### src/rtl/dut_cmp_pkg.sv
`default_nettype none
// ============================================================================
// Module      : dut_cmp_pkg
// Description : Shared state encoding, default sizing and first-error record
//               for the golden-vs-netlist compare monitor.
// Revision    : 1.0 - initial release
// ============================================================================
package dut_cmp_pkg;

    localparam int C_NUM_VECTORS = 504;
    localparam int C_CNT_W       = 16;
    localparam int C_WIDTH       = 1;

    typedef enum logic [1:0] {
        ST_IDLE = 2'd0,
        ST_RUN  = 2'd1,
        ST_DONE = 2'd2
    } cmp_state_t;

    // Reference layout of the captured first failure at default sizing
    typedef struct packed {
        logic [C_CNT_W-1:0] idx;
        logic [C_WIDTH-1:0] golden;
        logic [C_WIDTH-1:0] netlist;
    } first_err_t;

endpackage
`default_nettype wire

### src/rtl/dut_compare_monitor_sat_counter.sv
`default_nettype none
// ============================================================================
// Module      : sat_counter
// Description : Up-counter with synchronous clear that holds at all-ones.
// Revision    : 1.0 - initial release
// ============================================================================
module sat_counter #(
    parameter int CNT_W = 16
) (
    input  logic             clk,
    input  logic             rst,
    input  logic             clr,
    input  logic             inc,
    output logic [CNT_W-1:0] cnt
);

    logic [CNT_W-1:0] r_cnt;

    always_ff @(posedge clk or posedge rst) begin
        if (rst) begin
            r_cnt <= '0;
        end else if (clr) begin
            r_cnt <= '0;
        end else if (inc && (r_cnt != '1)) begin
            r_cnt <= r_cnt + 1'b1;
        end
    end

    assign cnt = r_cnt;

endmodule
`default_nettype wire

### src/rtl/dut_compare_monitor.sv
`default_nettype none
// ============================================================================
// Module      : dut_compare_monitor
// Description : Bit-exact compare of golden vs netlist buses over a fixed
//               vector budget; counts, first-error capture, done/pass.
//               Optional CMP_DISPLAY_EN compiles in simulation reporting.
// Revision    : 1.0 - initial release
// ============================================================================
module dut_compare_monitor
    import dut_cmp_pkg::*;
#(
    parameter int WIDTH       = C_WIDTH,
    parameter int CNT_W       = C_CNT_W,
    parameter int NUM_VECTORS = C_NUM_VECTORS
) (
    input  logic             clk,
    input  logic             rst,
    input  logic             start,
    input  logic             sample_valid,
    input  logic [WIDTH-1:0] golden,
    input  logic [WIDTH-1:0] netlist,
    output logic             busy,
    output logic             done,
    output logic             pass,
    output logic [CNT_W-1:0] compare_cnt,
    output logic [CNT_W-1:0] mismatch_cnt,
    output logic             first_err_valid,
    output logic [CNT_W-1:0] first_err_idx,
    output logic [WIDTH-1:0] first_err_golden,
    output logic [WIDTH-1:0] first_err_netlist
);

    localparam logic [CNT_W-1:0] c_last_idx = CNT_W'(NUM_VECTORS - 1);

    // Same field layout as first_err_t, sized by this instance's parameters
    typedef struct packed {
        logic [CNT_W-1:0] idx;
        logic [WIDTH-1:0] golden;
        logic [WIDTH-1:0] netlist;
    } err_rec_t;

    cmp_state_t       r_state;
    logic             r_busy;
    logic             r_done;
    logic             r_pass;
    logic             r_fev;
    err_rec_t         r_first;

    logic             w_start_run;
    logic             w_accept;
    logic             w_mis;
    logic             w_last;
    logic [CNT_W-1:0] w_cmp_cnt;
    logic [CNT_W-1:0] w_mis_cnt;

    assign w_start_run = start && (r_state != ST_RUN);
    assign w_accept    = sample_valid && (r_state == ST_RUN);
    assign w_mis       = (golden != netlist);
    assign w_last      = w_accept && (w_cmp_cnt == c_last_idx);

    sat_counter #(.CNT_W(CNT_W)) u_cmp_cnt (
        .clk (clk),
        .rst (rst),
        .clr (w_start_run),
        .inc (w_accept),
        .cnt (w_cmp_cnt)
    );

    sat_counter #(.CNT_W(CNT_W)) u_mis_cnt (
        .clk (clk),
        .rst (rst),
        .clr (w_start_run),
        .inc (w_accept && w_mis),
        .cnt (w_mis_cnt)
    );

    always_ff @(posedge clk or posedge rst) begin
        if (rst) begin
            r_state <= ST_IDLE;
            r_busy  <= 1'b0;
            r_done  <= 1'b0;
            r_pass  <= 1'b0;
            r_fev   <= 1'b0;
            r_first <= '0;
        end else begin
            case (r_state)
                ST_IDLE, ST_DONE: begin
                    if (start) begin
                        r_state <= ST_RUN;
                        r_busy  <= 1'b1;
                        r_done  <= 1'b0;
                        r_pass  <= 1'b0;
                        r_fev   <= 1'b0;
                        r_first <= '0;
                    end
                end
                ST_RUN: begin
                    if (sample_valid) begin
                        if (w_mis && !r_fev) begin
                            r_fev           <= 1'b1;
                            r_first.idx     <= w_cmp_cnt;
                            r_first.golden  <= golden;
                            r_first.netlist <= netlist;
                        end
                        // Pass must reflect the final sample's own result
                        if (w_last) begin
                            r_state <= ST_DONE;
                            r_busy  <= 1'b0;
                            r_done  <= 1'b1;
                            r_pass  <= !w_mis && (w_mis_cnt == '0);
                        end
                    end
                end
                default: r_state <= ST_IDLE;
            endcase
        end
    end

    assign busy              = r_busy;
    assign done              = r_done;
    assign pass              = r_pass;
    assign compare_cnt       = w_cmp_cnt;
    assign mismatch_cnt      = w_mis_cnt;
    assign first_err_valid   = r_fev;
    assign first_err_idx     = r_first.idx;
    assign first_err_golden  = r_first.golden;
    assign first_err_netlist = r_first.netlist;

`ifdef CMP_DISPLAY_EN
    always @(posedge clk) begin
        if (!rst && w_accept) begin
            $display("%0t golden=%h netlist=%h %s", $time, golden, netlist,
                     w_mis ? "Mismatch" : "Matched");
            if ($isunknown(netlist))
                $display("%0t netlist carries X/Z: Mismatch", $time);
            if (w_last) begin
                if (!w_mis && (w_mis_cnt == '0))
                    $display("All Comparison Matched / Simulation Passed");
                else
                    $display("%0d comparison(s) mismatched / Simulation Failed",
                             (w_mis && (w_mis_cnt != '1)) ? int'(w_mis_cnt) + 1 : int'(w_mis_cnt));
            end
        end
    end
`endif

endmodule
`default_nettype wire
### config.mk
export PLATFORM = sky130hd
export DESIGN_NAME = dut_compare_monitor
export DESIGN_NICKNAME = d
export VERILOG_FILES = /design/src/rtl/dut_cmp_pkg.sv /design/src/rtl/dut_compare_monitor_sat_counter.sv /design/src/rtl/dut_compare_monitor.sv
export SDC_FILE = /design/constraint.sdc
export NUM_CORES = 1
export LEC_CHECK = 0
export ABC_AREA = 1
export CORE_ASPECT_RATIO = 1.2
export CORE_UTILIZATION = 53
export DETAILED_ROUTE_END_ITERATION = 8
export PLACE_DENSITY = 0.8
export SETUP_SLACK_MARGIN = 0.1
export SLEW_MARGIN = 20
export SYNTH_ARGS = -nofsm -noshare
export SYNTH_HDL_FRONTEND = slang
export SYNTH_HIERARCHICAL = 1
export SYNTH_SLANG_ARGS = --single-unit
### constraint.sdc
create_clock -name clk -period 2.5 [get_ports clk]
set_input_delay 0.625 -clock clk [delete_from_list [all_inputs] [get_ports clk]]
set_output_delay 0.625 -clock clk [all_outputs]
set_load 0.05 [all_outputs]
After elaboration in Yosys (flattened, before gate mapping). Cells that the tools add are included.

Register bits after elaboration: 56. Latch bits: 0. RAM bits: 0. Bits in read-only memories: 0. Input bits: 6. Memories: 0.

Add/sub/neg operators: 2. Multipliers: 0. Div/mod/pow operators: 0. Order comparisons: 0. Equality and inequality tests: 11. Shift-type cells: 0. Muxes and demuxes: 26. Bitwise operators: 0. Reduce and logical (&&, ||, !) cells: 19.

Operators by type and width (count): $mux 16 (4); $mux 18 (3); $pmux 18 s2 (1); $add 16x1->16 const B (2); $ne 16x16->1 const B (2); $eq 16x9->1 const B (1); $logic_not 16->1 (1); $mux 1 (10); $logic_and 1x1->1 (8); $pmux 1 s2 (4); $reduce_and 4->1 (2); $mux 2 (3); $ne 2x2->1 const B (3); $reduce_bool 2->1 (3); $ne 2x1->1 const B (2); $pmux 2 s2 (1); $reduce_and 3->1 (1); $eq 2x1->1 const B (1); $eq 2x2->1 const B (1); $logic_not 1->1 (2); $logic_not 2->1 (1); $reduce_or 2->1 (1); $ne 1x1->1 (1).

Longest topological paths before layout.
Word-level depth: 6. Depth in mapped cells: 11. Mapped depth without buffers: 11.

Cells and area by module. Netlist, hierarchy kept.

Modules (own cells, without submodules): sat_counter (instances 2, cells each 159, area an instance 1083.5 um^2, seq. area each 400.4 um^2); dut_compare_monitor (instances 1, cells each 158, area an instance 1226.2 um^2, seq. area each 600.6 um^2).

Worst setup path after synthesis. Ideal clock, no wire load.

Path type: register -> register. Start point: register r_state[0]. End point: register u_cmp_cnt.r_cnt[6] (netlist: u_cmp_cnt/cnt[6]). Setup time: 0.120 ns. Arrival: 1.877 ns. Setup slack: 0.503 ns. Stages on the path, launching flop included: 9. Path buffers: 2. Cells stage by stage: dfrtp_1 > nand2_1 > clkinv_1 > buf_2 > nor2_1 > inv_1 > buf_1 > nand3_1 > nand2_1.

RTL lines: start, declared (line dut_compare_monitor.sv:42) `cmp_state_t r_state;`; start signal, assigned (line dut_compare_monitor.sv:79) `r_state <= ST_IDLE;`; start signal, assigned (line dut_compare_monitor.sv:89) `r_state <= ST_RUN;`; start signal, assigned (line dut_compare_monitor.sv:107) `r_state <= ST_DONE;`; $ne 2x1->1 * (line dut_compare_monitor.sv:56) `assign w_start_run = start && (r_state != ST_RUN);`; $logic_and 1x1->1 * (line dut_compare_monitor.sv:56); net w_start_run (line dut_compare_monitor.sv:49) `logic w_start_run;`; $mux 16 or $reduce_bool 2->1 (tied branches); end signal, assigned (line dut_compare_monitor_sat_counter.sv:25) `r_cnt <= r_cnt + 1'b1;`; end, declared (line dut_compare_monitor_sat_counter.sv:17) `logic [CNT_W-1:0] r_cnt;`.

The timed path passes the listed nets; every way through them passes the cells marked *. A chain may end at the register's enable or synchronous reset.

Final worst setup path.
Start point: register u_cmp_cnt.r_cnt[5] (netlist: u_cmp_cnt/cnt[5]). End point: output port compare_cnt[5].

RTL lines: end, declared (line dut_compare_monitor.sv:25) `output logic [CNT_W-1:0] compare_cnt,`.

No word-level cell between the ends.

==> out/results.ini <==
[power]
p_per_area_nw_per_um2=774
peakVddDrop_mv=0.544
p_leak_nw=2.13

[timing]
hold_violations=0
worst_pin_slew_ps=652
fmax_ghz=0.429
period_share_pct=93.2
tns_ps=0
rsz0062_at_grt=false
clock_skew_ps=6.16
fin_crit_ps=2330
final_max_slew_viol_count=0
setup_viol=0
maxSlewHeadroom_pct=56.5

[run]
cap_violations=0

[place]
place.gp.congestion=0.916
port_buffers=59
dpl.hpwl_mm=6.27
place_inst=622

[synth]
async_flop_share_pct=100
synth_area_sq_um=3390
ys_warn_count=6
postSynthCellCount=476
ys_seq_area_share_pct=41.3
synth_nets=484
synth-seq-cells=56
synth_area_per_cell_sq_um=7.13
ys_types=28
synth_flop_cell=dfrtp_1
synth_edf_count=0

[floorplan]
chipHeight_um=89.7
pin_count=60
start_util_pct=55.7
core_area_sq_um=6090
std_cell_rows=31
die_w_um=75.0
die_area_sq_um=6730

[routing]
detailedRoute.firstIterationViolations=247
via_per_inst=5.30
detail-route-antenna-nets=0
drtPass1Iterations=5
vias=3340
wl_mm=8.55
wl_per_cell_um=13.6
drc=0

[final_layout]
multi_input_area_sq_um=1730
drive_above_1_share_pct=10.2
post-route-util_pct=69.6
antenna_cells=0
fillers=510
nNetsFinal=555
instances_no_fill=630
seq_area_sq_um=1400
syn_to_final_growth_pct=24.9

[clock_network]
ctsLongestPathBuffers=2
clock_latency_ps=320
cts_buffers=5
root_buffer=clkbuf_8
clkSinkCount=56
cts.htree.levels=2
cts_setup_buffers=0
tritoncts=built
hold_buffers=0
clk_pin_slew_ps=100
cts-resized-gates=0

[critical_path]
path_class=flop to output pin
slowest_delay_ps=860
start_kind=flop
crit_chain=clkdlybuf4s50_1
worst-path-buf-inv=1
critPathTopFamily=buffers and inverters
cp.arrival_ps=1710
required_ps=1880
cp_slowest_cell=clkdlybuf4s50_1
path_max_fanout=7
end_kind=output pin

[global_routing]
grt_pass1_vias=3076
grt_use_total_pct=27.5
antenna_found_initial=0
grt_max_degree=25
grt_pass1_wl_mm=14.0
gr-total-overflow=0

[min_path]
hp-class=flop to flop

[run_status]
status=finished, final reports clean

==> layer usage <==
metal	part of all wire (%)	vias up	wire, um	track usage, %
li1	-	1639	-	-
met1	40	1553	3450	33.1
met2	51	130	4340	47.9
met3	6.7	18	575	5.47
met4	2.1	0	182	11.3
met5	0	-	0	0
==> flip-flops by register name, summed over array words and instances (netlist names) <==
register,cells
u_cmp_cnt/cnt,16
first_err_golden,1
first_err_idx,16
busy,1
first_err_valid,1
pass,1
done,1
r_state,2
u_mis_cnt/cnt,16
first_err_netlist,1
==> Yosys cell counts (3+ instances only) <==
library cell    n  area (sq um)
nand2_2         3          18.8
buf_6           5          56.3
xor2_1          5          43.8
o21ai_2        13           114
nor2_4          6          67.6
o21ai_1         7          35.0
xnor2_1         4          35.0
o21ai_0         4          20.0
clkinv_1        3          11.3
inv_1          44           165
dfrtp_1        56          1400
nand4_1        24           150
nand3_1        28           140
buf_2           3          15.0
nand3b_1        4          30.0
nor2_2          4          25.0
nand2_1       188           706
nor2_1         58           218
==> logic make-up after synthesis <==
group	after synthesis	synth area share, %
flops	56	41.3
compound gates	27	5.46
fa+ha+maj	2	0.737
xor+xnor	9	2.32
buf+inv	59	7.74
simple gates	323	42.4
==> metrics by stage <==
stage / area, sq um / worst slack, ps / hold slack [ps] / total power, W
after global placement: 4120 / 164 / 458 / 0.00266
after floorplan: 3390 / 503 / 529 / 0.00224
after global routing: 4240 / 119 / 514 / 0.00346
after detailed placement: 4120 / 94.1 / 468 / 0.00269
final: 4240 / 169 / 488 / 0.00328
after CTS: 4230 / 120 / 492 / 0.00330
==> final cells by class <==
class | count | area share, %
Multi-Input combinational cell | 361 | 40.8
Sequential cell | 56 | 33.1
Timing Repair Buffer | 74 | 16.7
Inverter | 49 | 4.34
Tap cell | 82 | 2.42
Clock buffer | 5 | 1.62
Clock inverter | 3 | 1.00
==> cells in the final DEF (no fill, tap or decap), types with 3 or more instances in the layout <==
cell | Yosys | final
buf_4 | 0 | 15
clkbuf_8 | 0 | 5
clkdlybuf4s50_1 | 0 | 57
clkinv_1 | 3 | 3
dfrtp_1 | 56 | 56
inv_1 | 44 | 44
nand2_1 | 188 | 188
nand2_2 | 3 | 3
nand3_1 | 28 | 28
nand3b_1 | 4 | 4
nand4_1 | 24 | 24
nor2_1 | 58 | 58
nor2_2 | 4 | 4
nor2_4 | 6 | 6
o21ai_0 | 4 | 4
o21ai_1 | 7 | 7
o21ai_2 | 13 | 13
xnor2_1 | 4 | 4
xor2_1 | 5 | 5
==> final timing paths <==
check	from	end	slack [ps]	cells past startpoint
worst max-delay path	u_cmp_cnt/cnt[5]	compare_cnt[5]	170	1
worst min-delay path	busy	busy	490	2
worst max register to register	u_cmp_cnt/cnt[1]	u_cmp_cnt/cnt[10]	570	9
worst min register to register	busy	busy	490	2
max in group asynchronous	rst	u_mis_cnt/cnt[9]	1310	2
min in group asynchronous	rst	first_err_idx[8]	730	3
==> power breakdown <==
part	switching, W	internal (W)	leakage, nW	total (W)
clock	0.000307	0.000297	0.0541	0.000604
sequential	0.000187	0.00105	0.758	0.00123
combinational	0.000976	0.000465	1.32	0.00144
(Power assumes the default switching activity.)
